==> src/rtl/video_mode_detect.sv <==
// Video timing detector: sync polarity, total/active sizes, lock tracking and pixel position.
// Define VIDEO_MODE_DETECT_CHECKSUM_EN to build the per-frame R+G+B checksum.
module video_mode_detect #(
    parameter int unsigned CNT_W       = 12,
    parameter int unsigned LOCK_FRAMES = 3
) (
    input  logic             CLK_VIDEO,
    input  logic             RESET,
    input  logic             CE_PIXEL,
    input  logic [7:0]       VGA_R,
    input  logic [7:0]       VGA_G,
    input  logic [7:0]       VGA_B,
    input  logic             VGA_HS,
    input  logic             VGA_VS,
    input  logic             VGA_DE,
    output logic [CNT_W-1:0] hactive,
    output logic [CNT_W-1:0] vactive,
    output logic [CNT_W-1:0] htotal,
    output logic [CNT_W-1:0] vtotal,
    output logic             hs_pol,
    output logic             vs_pol,
    output logic             locked,
    output logic             new_frame,
    output logic [CNT_W-1:0] x,
    output logic [CNT_W-1:0] y,
    output logic [15:0]      checksum
);

    typedef enum logic [1:0] {StSearch, StMeasure, StLocked} state_t;

    localparam logic [CNT_W-1:0] CntMax = '1;
    localparam logic [CNT_W-1:0] CntOne = CNT_W'(1);
    localparam logic [3:0]       LockM1 = 4'(LOCK_FRAMES - 1);

    function automatic logic [CNT_W-1:0] sat_inc(input logic [CNT_W-1:0] v);
        return (v == CntMax) ? v : v + CntOne;
    endfunction

    state_t           state;
    logic             primed, hs_prev, vs_prev, de_prev, line_de;
    logic             hs_lead, vs_lead, de_rise, de_fall, same_set;
    logic [CNT_W-1:0] h_cnt, de_cnt, v_cnt, va_cnt, htot_last, hact_last;
    logic [CNT_W-1:0] htot_new, hact_new, vact_new;
    logic [3:0]       match_cnt, match_inc;

    // Previous sample is normalised with the current polarity so a polarity flip is not an edge.
    always_comb begin
        hs_lead   = primed & (VGA_HS ^ ~hs_pol) & ~(hs_prev ^ ~hs_pol);
        vs_lead   = primed & (VGA_VS ^ ~vs_pol) & ~(vs_prev ^ ~vs_pol);
        de_rise   = primed & VGA_DE & ~de_prev;
        de_fall   = primed & ~VGA_DE & de_prev;
        htot_new  = hs_lead ? h_cnt : htot_last;
        hact_new  = (hs_lead && line_de) ? de_cnt : hact_last;
        vact_new  = (hs_lead && line_de) ? sat_inc(va_cnt) : va_cnt;
        same_set  = {htot_new, v_cnt, hact_new, vact_new} == {htotal, vtotal, hactive, vactive};
        match_inc = (match_cnt == 4'hf) ? match_cnt : match_cnt + 4'd1;
    end

    always_ff @(posedge CLK_VIDEO) begin
        if (RESET) begin
            primed    <= 1'b0;
            hs_prev   <= 1'b0;
            vs_prev   <= 1'b0;
            de_prev   <= 1'b0;
            hs_pol    <= 1'b1;
            vs_pol    <= 1'b1;
            h_cnt     <= '0;
            de_cnt    <= '0;
            v_cnt     <= '0;
            va_cnt    <= '0;
            htot_last <= '0;
            hact_last <= '0;
            line_de   <= 1'b0;
            x         <= '0;
            y         <= '0;
        end else if (CE_PIXEL) begin
            primed  <= 1'b1;
            hs_prev <= VGA_HS;
            vs_prev <= VGA_VS;
            de_prev <= VGA_DE;
            if (de_rise) begin
                hs_pol <= ~VGA_HS;
                vs_pol <= ~VGA_VS;
            end
            if (hs_lead) begin
                h_cnt     <= CntOne;
                htot_last <= h_cnt;
                de_cnt    <= VGA_DE ? CntOne : '0;
                line_de   <= VGA_DE;
                if (line_de) begin
                    hact_last <= de_cnt;
                    va_cnt    <= sat_inc(va_cnt);
                end
            end else begin
                h_cnt   <= sat_inc(h_cnt);
                line_de <= line_de | VGA_DE;
                if (VGA_DE) de_cnt <= sat_inc(de_cnt);
            end
            // A coincident line start is line 0 of the new frame.
            if (vs_lead) begin
                v_cnt  <= hs_lead ? CntOne : '0;
                va_cnt <= '0;
            end else if (hs_lead) begin
                v_cnt <= sat_inc(v_cnt);
            end
            if (de_rise) x <= '0;
            else if (VGA_DE) x <= sat_inc(x);
            if (vs_lead) y <= '0;
            else if (de_fall) y <= sat_inc(y);
        end
    end

    always_ff @(posedge CLK_VIDEO) begin
        if (RESET) begin
            state     <= StSearch;
            locked    <= 1'b0;
            new_frame <= 1'b0;
            match_cnt <= '0;
            htotal    <= '0;
            vtotal    <= '0;
            hactive   <= '0;
            vactive   <= '0;
        end else begin
            new_frame <= 1'b0;
            if (CE_PIXEL && vs_lead) begin
                if (state == StSearch) begin
                    state <= StMeasure;
                end else begin
                    htotal    <= htot_new;
                    vtotal    <= v_cnt;
                    hactive   <= hact_new;
                    vactive   <= vact_new;
                    new_frame <= 1'b1;
                    if (same_set) begin
                        match_cnt <= match_inc;
                        if (match_inc >= LockM1) begin
                            state  <= StLocked;
                            locked <= 1'b1;
                        end
                    end else begin
                        match_cnt <= '0;
                        state     <= StMeasure;
                        locked    <= 1'b0;
                    end
                end
            end else if (CE_PIXEL && v_cnt == CntMax && state != StSearch) begin
                // Line counter pinned without a frame start: signal lost.
                state     <= StSearch;
                locked    <= 1'b0;
                match_cnt <= '0;
            end
        end
    end

`ifdef VIDEO_MODE_DETECT_CHECKSUM_EN
    logic [15:0] sum_acc, rgb_sum;
    assign rgb_sum = 16'(VGA_R) + 16'(VGA_G) + 16'(VGA_B);

    always_ff @(posedge CLK_VIDEO) begin
        if (RESET) begin
            sum_acc  <= '0;
            checksum <= '0;
        end else if (CE_PIXEL) begin
            if (vs_lead) sum_acc <= VGA_DE ? rgb_sum : 16'd0;
            else if (VGA_DE) sum_acc <= sum_acc + rgb_sum;
            if (vs_lead && state != StSearch) checksum <= sum_acc;
        end
    end
`else
    logic unused_rgb;
    assign unused_rgb = ^{VGA_R, VGA_G, VGA_B};
    assign checksum   = 16'd0;
`endif

endmodule
==> config.mk <==
export PLATFORM = sky130hd
export DESIGN_NAME = video_mode_detect
export DESIGN_NICKNAME = d
export VERILOG_FILES = /design/src/rtl/video_mode_detect.sv
export SDC_FILE = /design/constraint.sdc
export NUM_CORES = 1
export LEC_CHECK = 0
export ABC_CLOCK_PERIOD_IN_PS = 3250
export BUFFER_PORTS_ARGS = -buffer_cell sky130_fd_sc_hd__clkbuf_2
export CAP_MARGIN = 20
export CORE_UTILIZATION = 35
export CTS_BUF_LIST = sky130_fd_sc_hd__clkbuf_8
export DETAILED_ROUTE_END_ITERATION = 10
export PLACE_DENSITY = 0.59
export SLEW_MARGIN = 10
export SYNTH_ARGS = -nofsm -noshare
export SYNTH_HDL_FRONTEND = slang
export SYNTH_SLANG_ARGS = --single-unit
export TNS_END_PERCENT = 20
==> constraint.sdc <==
create_clock -name CLK_VIDEO -period 3.25 [get_ports CLK_VIDEO]
set_input_delay 0.325 -clock CLK_VIDEO [delete_from_list [all_inputs] [get_ports CLK_VIDEO]]
set_output_delay 0.325 -clock CLK_VIDEO [all_outputs]
set_load 0.01 [all_outputs]
# Yosys cells after proc, flatten, opt, wreduce, memory -nomap -nowiden
# Cells that the tools add are included.
# word_totals
out_inout_bits,92
word_cells,135
reg_bits,159
# classes
n_lt_le_gt_ge,1
reduce_logical,25
mux,40
bitwise,23
eq_ne,16
addsub,7
# op_table
cell,n
12-bit two-way mux,21
12-bit by 1-bit adder with 12-bit output (second input constant),6
12-bit equality test (second input constant),6
48-bit equality test,1
3-bit AND reduction,7
4-bit two-way mux,5
2-bit nonzero test,7
2-bit inequality test (second input constant),6
2-bit two-way mux,5
1-bit inverter,10
2-bit AND reduction,5
1-bit two-way mux,9
1-bit bitwise AND,8
4-bit by 1-bit adder with 4-bit output (second input constant),1
4-bit equality test (second input constant),1
4-bit by 2-bit greater-or-equal comparator with 1-bit output (second input constant),1
1-bit logical AND,4
4-bit by 2-bit inequality test with 1-bit output (second input constant),1
1-bit bitwise XOR,4
3-bit by 2-bit inequality test with 1-bit output (second input constant),1
2-bit logical NOT,1
2-bit OR reduction,1
1-bit bitwise OR,1

# Logic depth before layout (Yosys ltp)
# depth
word_depth,10
ltp_mapped,11
ltp_nobuf,9

# Worst setup path after synthesis
# OpenSTA, ideal clock, no wires.
# synth_path
path_kind,register to register
startpoint,register va_cnt[1]
endpoint,register match_cnt[2]
setup_ps,79
stages_incl_launch_ff,11
t_arrival_ps,3097
setup_slack_ps,74
path_cell_list,dfxtp_1 ha_1 clkbuf_1 nand4_1 or4_1 nand2_1 mux2i_1 nand4_1 nor4_4 o2111ai_1 a211oi_2
# synth_via
elab_chain_len,7
# synth_lines
item,line_no,rtl
"start, declared",42,"logic [CNT_W-1:0] h_cnt, de_cnt, v_cnt, va_cnt, htot_last, hact_last;"
"start signal, assigned",92,va_cnt <= sat_inc(va_cnt);
12-bit by 1-bit adder with 12-bit output or 12-bit equality test (tied branches),36,return (v == CntMax) ? v : v + CntOne;
12-bit two-way mux,--,
12-bit two-way mux (*),54,vact_new = (hs_lead && line_de) ? sat_inc(va_cnt) : va_cnt;
48-bit equality test (*),55,"same_set = {htot_new, v_cnt, hact_new, vact_new} == {htotal, vtotal, hactive, vactive};"
4-bit two-way mux (*),134,if (same_set) begin
4-bit two-way mux (*),126,if (state == StSearch) begin
4-bit two-way mux (*),125,if (CE_PIXEL && vs_lead) begin
"end signal, assigned",135,match_cnt <= match_inc;
"end, declared",44,"logic [3:0] match_cnt, match_inc;"
# Mark *: on every way between the ends. The rest lies on a longest branch, timed or not. The select of a mux whose other input is x is not followed.
# A chain may end at the register's enable or synchronous reset.

# Worst setup path after layout
# layout_path
startpoint,register hs_prev
endpoint,register state[0]
# layout_via
elab_chain_len,9
# layout_lines
item,line_no,rtl
"start, declared",40,"logic primed, hs_prev, vs_prev, de_prev, line_de;"
"start signal, assigned",62,hs_prev <= 1'b0;
"start signal, assigned",78,hs_prev <= VGA_HS;
1-bit bitwise XOR (*),48,hs_lead = primed & (VGA_HS ^ ~hs_pol) & ~(hs_prev ^ ~hs_pol);
1-bit inverter (*),48,
1-bit bitwise AND (*),48,
1-bit logical AND,"53, 54",
12-bit two-way mux (on tied branches),"54, 53",
48-bit equality test (*),55,
2-bit two-way mux,134,
2-bit two-way mux,126,
2-bit two-way mux,125,
"end signal, assigned",127,state <= StMeasure;
"end signal, assigned",137,state <= StLocked;
"end signal, assigned",142,state <= StMeasure;
"end, declared",39,state_t state;
# Mark *: on every way between the ends. The rest lies on a longest branch, timed or not.

==> Implementation_results.wiki <==
{| class="wikitable"
! Metric !! Value
|-
| Max stage delay on crit path || 0.53 ns
|-
| Portion of the post-synthesis area used by sequential elements || 0.364
|-
| Hold buffers post-CTS || 0
|-
| Most numerous cell in the Yosys netlist || dfxtp_1
|-
| Number of global-route vias before repair || ~7.4k
|-
| Dpl cells || ~1.5k
|-
| Status || finished, final reports clean
|-
| Static Leakage || around 3.7 nW
|-
| Main area contributors after synthesis || dfxtp_1 36%, nor2_1 6.0%, nand2_1 5.1%
|-
| Sum of overflow across all layers after global routing || 0
|-
| First DRT Iteration DRCs || about 650
|-
| Count of pins on the block boundary || ~120
|-
| R2R depth || 10
|-
| Class of the tightest hold or removal check || in2reg
|-
| Register bit count reported by yosys || approximately 160
|-
| Row cnt || 57
|-
| Worst skew pair latency || 0.47 ns
|-
| Die Height || between 150 and 200 um
|-
| Worst hold path depth || 3
|-
| Highest clock frequency the design can meet || 0.327 GHz
|-
| Via density per instance || between 5 and 6
|-
| Area enclosed by the die boundary || 25600 um2
|-
| Overall power || 0.00378 W
|-
| Average wire per standard cell || around 17 um
|-
| CTS H-tree depth || 4
|-
| Layout cells sized above 1 || 0.162
|-
| EDFF count, synth || 0
|-
| Setup crit end kind || register
|-
| Min Hold Slack || 0.166 ns
|-
| Die span in x || between 150 and 200 um
|-
| Start point of the critical path || hs_prev
|-
| Via count of the routed design || about 8.2k
|-
| Crit path DAT || 3.40 ns
|-
| Setup violators final || 0
|-
| Max-slew violations || 0
|-
| Slew at the pin closest to its max-slew limit || ~1.0 ns
|-
| Final-stage net count || approximately 1.2k
|-
| Cell variety after synth || 77
|-
| Global-route wire length before repair || between 40000 and 50000 um
|-
| Buffer levels on the longest clock path || 2
|-
| Top post-synthesis cells by count || 159 x dfxtp_1, 139 x nor2_1, 118 x nand2_1
|-
| Share of synthesized registers carrying an async set or reset || 0
|-
| Post-route non-filler standard cell count || around 1.5k
|-
| Count of antenna-violating nets left after detailed routing || 0
|-
| Final min period || between 3 and 4 ns
|-
| Number of antenna violations at the first check in global routing || 0
|-
| Maxcap violations || 0
|-
| Register clock-pin slew on the reported worst setup and hold paths || approximately 0.09 ns
|-
| Standard cell with the maximum stage delay on the critical path || or3b_1
|-
| Critical register-to-register path startpoint || hs_prev
|-
| Clock tree from TritonCTS || yes
|-
| Setup total negative slack || 0 ns
|-
| Clock root buffer || clkbuf_8
|-
| Req. time, crit path || 3.60 ns
|-
| Clock skew || approximately 0.016 ns
|-
| Power density relative to cell area || approximately 380 nW/um2
|-
| Max-slew headroom || 0.310
|-
| Placeable core region || between 20000 and 25000 um2
|-
| Detailed-route DRC error count || 0
|-
| Cells after synthesis || around 1.1k
|-
| Area share of the leading cell type in the synthesized netlist || 0.364
|-
| Layout overhead on the synthesized area || 15.4%
|-
| Antenna Cells || 0
|-
| Most frequently used flop master after synthesis || dfxtp_1
|-
| Length of the first detailed-routing pass in iterations || 7
|-
| Post-DP HPWL || approximately 18000 um
|-
| Launch point of the worst hold path || VGA_VS
|-
| Cell type with the highest aggregate area in the netlist || dfxtp_1
|-
| Starting Density || 0.358
|-
| Maximum number of pins on one net before global-route repair || 72
|-
| Weighted congestion reported at the end of routability-driven placement || ~0.89
|-
| PortBufs || 81
|-
| Number of clock sinks || ~160
|-
| Type of origin of the critical path || register
|-
| Maximum ir drop on the vdd rail || between 150 and 200 uV
|-
| Synthesized area divided by synthesized cell count || between 7 and 8 um2
|-
| Crit Path Max Fanout || 8
|-
| DRT Wirelength || 25100 um
|-
| Unrepaired setup endpoints after global routing || false
|-
| Kind of critical path || reg2reg
|-
| Total of warnings raised by yosys || 0
|-
| Overall routing resource usage || 0.197
|-
| Number of hold violations in the final report || 0
|-
| Post-Synthesis Cell Area || 8740 um2
|-
| Number of clock buffers inserted by TritonCTS || 17
|-
| Most used cell, CP || buf_4
|-
| Worst-path cell chain || or3b_1 > a21oi_2 > buf_4 > mux2i_1 > xnor2_1 > nor4_1 > nor3b_4 > buf_4 > a41o_1 > a21oi_1
|-
| Post-route fraction of the period consumed by the critical path || 0.940
|}
cell families (layout without fill, tap and decap cells):
logic type               count (synthesis)  count (layout)  synth area share
multiplexers                            15              15            0.0173
buffers and inverters                  107             192            0.0555
AND/OR/NAND/NOR                        467             467             0.267
other                                    1              16          0.000429
AO/OA/AOI/OAI                          250             250             0.197
XOR/XNOR                                87              87            0.0872
flip-flops                             159             159             0.364
adder cells (fa/ha/maj)                  8               8            0.0115
metrics by stage:
| stage | cell area [um2] | setup WS, ns | util |
|---|---|---|---|
| after floorplan | 8800 | 0.0739 | - |
| after global placement | 9640 | 0.139 | 0.395 |
| after detailed placement | 9640 | 0.0866 | 0.395 |
| after CTS | 10000 | 0.0382 | 0.412 |
| after global routing | 10100 | 0.00668 | 0.413 |
| final | 10100 | 0.196 | 0.413 |
worst max-delay path, delay by kind of cell, from the launching register on:
kind | cells | cell delay [ns]
AO/OA/AOI/OAI | 3 | 0.43
XOR/XNOR | 1 | 0.14
multiplexers | 1 | 0.31
buffers and inverters | 2 | 0.34
AND/OR/NAND/NOR | 3 | 1.28
flip-flops | 1 | 0.44
flip-flops by register name (all words and copies together), names as in the netlist, 12 cells and up:
name and count:
de_cnt 12, h_cnt 12, hact_last 12, hactive 12, htot_last 12, htotal 12
v_cnt 12, va_cnt 12, vactive 12, vtotal 12, x 12, y 12
metal layers:
layer / track usage / part of all wire / wire length (um) / vias to the layer above
met1: 0.270 / 0.47 / 11700 / 3837
met4: 0.0658 / 0.019 / 467 / 0
met2: 0.308 / 0.46 / 11500 / 218
li1: - / - / - / 4073
met5: 0 / 0 / 0 / -
met3: 0.0384 / 0.056 / 1400 / 30
report_power, final:
| part | internal [W] | total [W] | switching [W] | leakage [nW] |
|---|---|---|---|---|
| combinational | 0.0000944 | 0.000279 | 0.000185 | 2.23 |
| clock | 0.000650 | 0.00152 | 0.000873 | 0.205 |
| sequential | 0.00196 | 0.00198 | 0.0000216 | 1.28 |
| total | 0.00270 | 0.00378 | 0.00108 | 3.72 |
path summary, 6_finish.rpt:
check	to	slack (ns)
setup / recovery	state[0]	0.20
hold / removal	vs_prev	0.17
setup reg to reg	state[0]	0.20
hold reg to reg	htot_last[6]	0.47
placed cells by master, fill, tap and decap left out, types with 16 or more instances in the layout:
master	n
dfxtp_1	158
a211oi_1	26
a22o_1	22
o21ai_0	23
a21oi_1	85
xor2_1	49
nand2_1	118
nor3_1	22
and3_1	20
buf_4	59
clkbuf_2	80
nor2_1	138
nand4_1	35
nand2b_1	17
xnor2_1	38
clkbuf_8	17
inv_1	21
nand3_1	38
conb_1	16
final cells by class:
class                           count  area [um2]
Fill cell                        2525       14300
Multi-Input combinational cell    843        5170
Sequential cell                   159        3180
Timing Repair Buffer              139         843
Tap cell                          324         405
Clock buffer                       17         234
Clock inverter                     15         173
Inverter                           21        78.8
what timing repair did:
action | 4_1_cts | 5_1_grt
endpoints found under the setup margin | 0 | 7
buffers inserted | 0 | 2
resized for setup | 0 | 5
(Power assumes the default switching activity.)
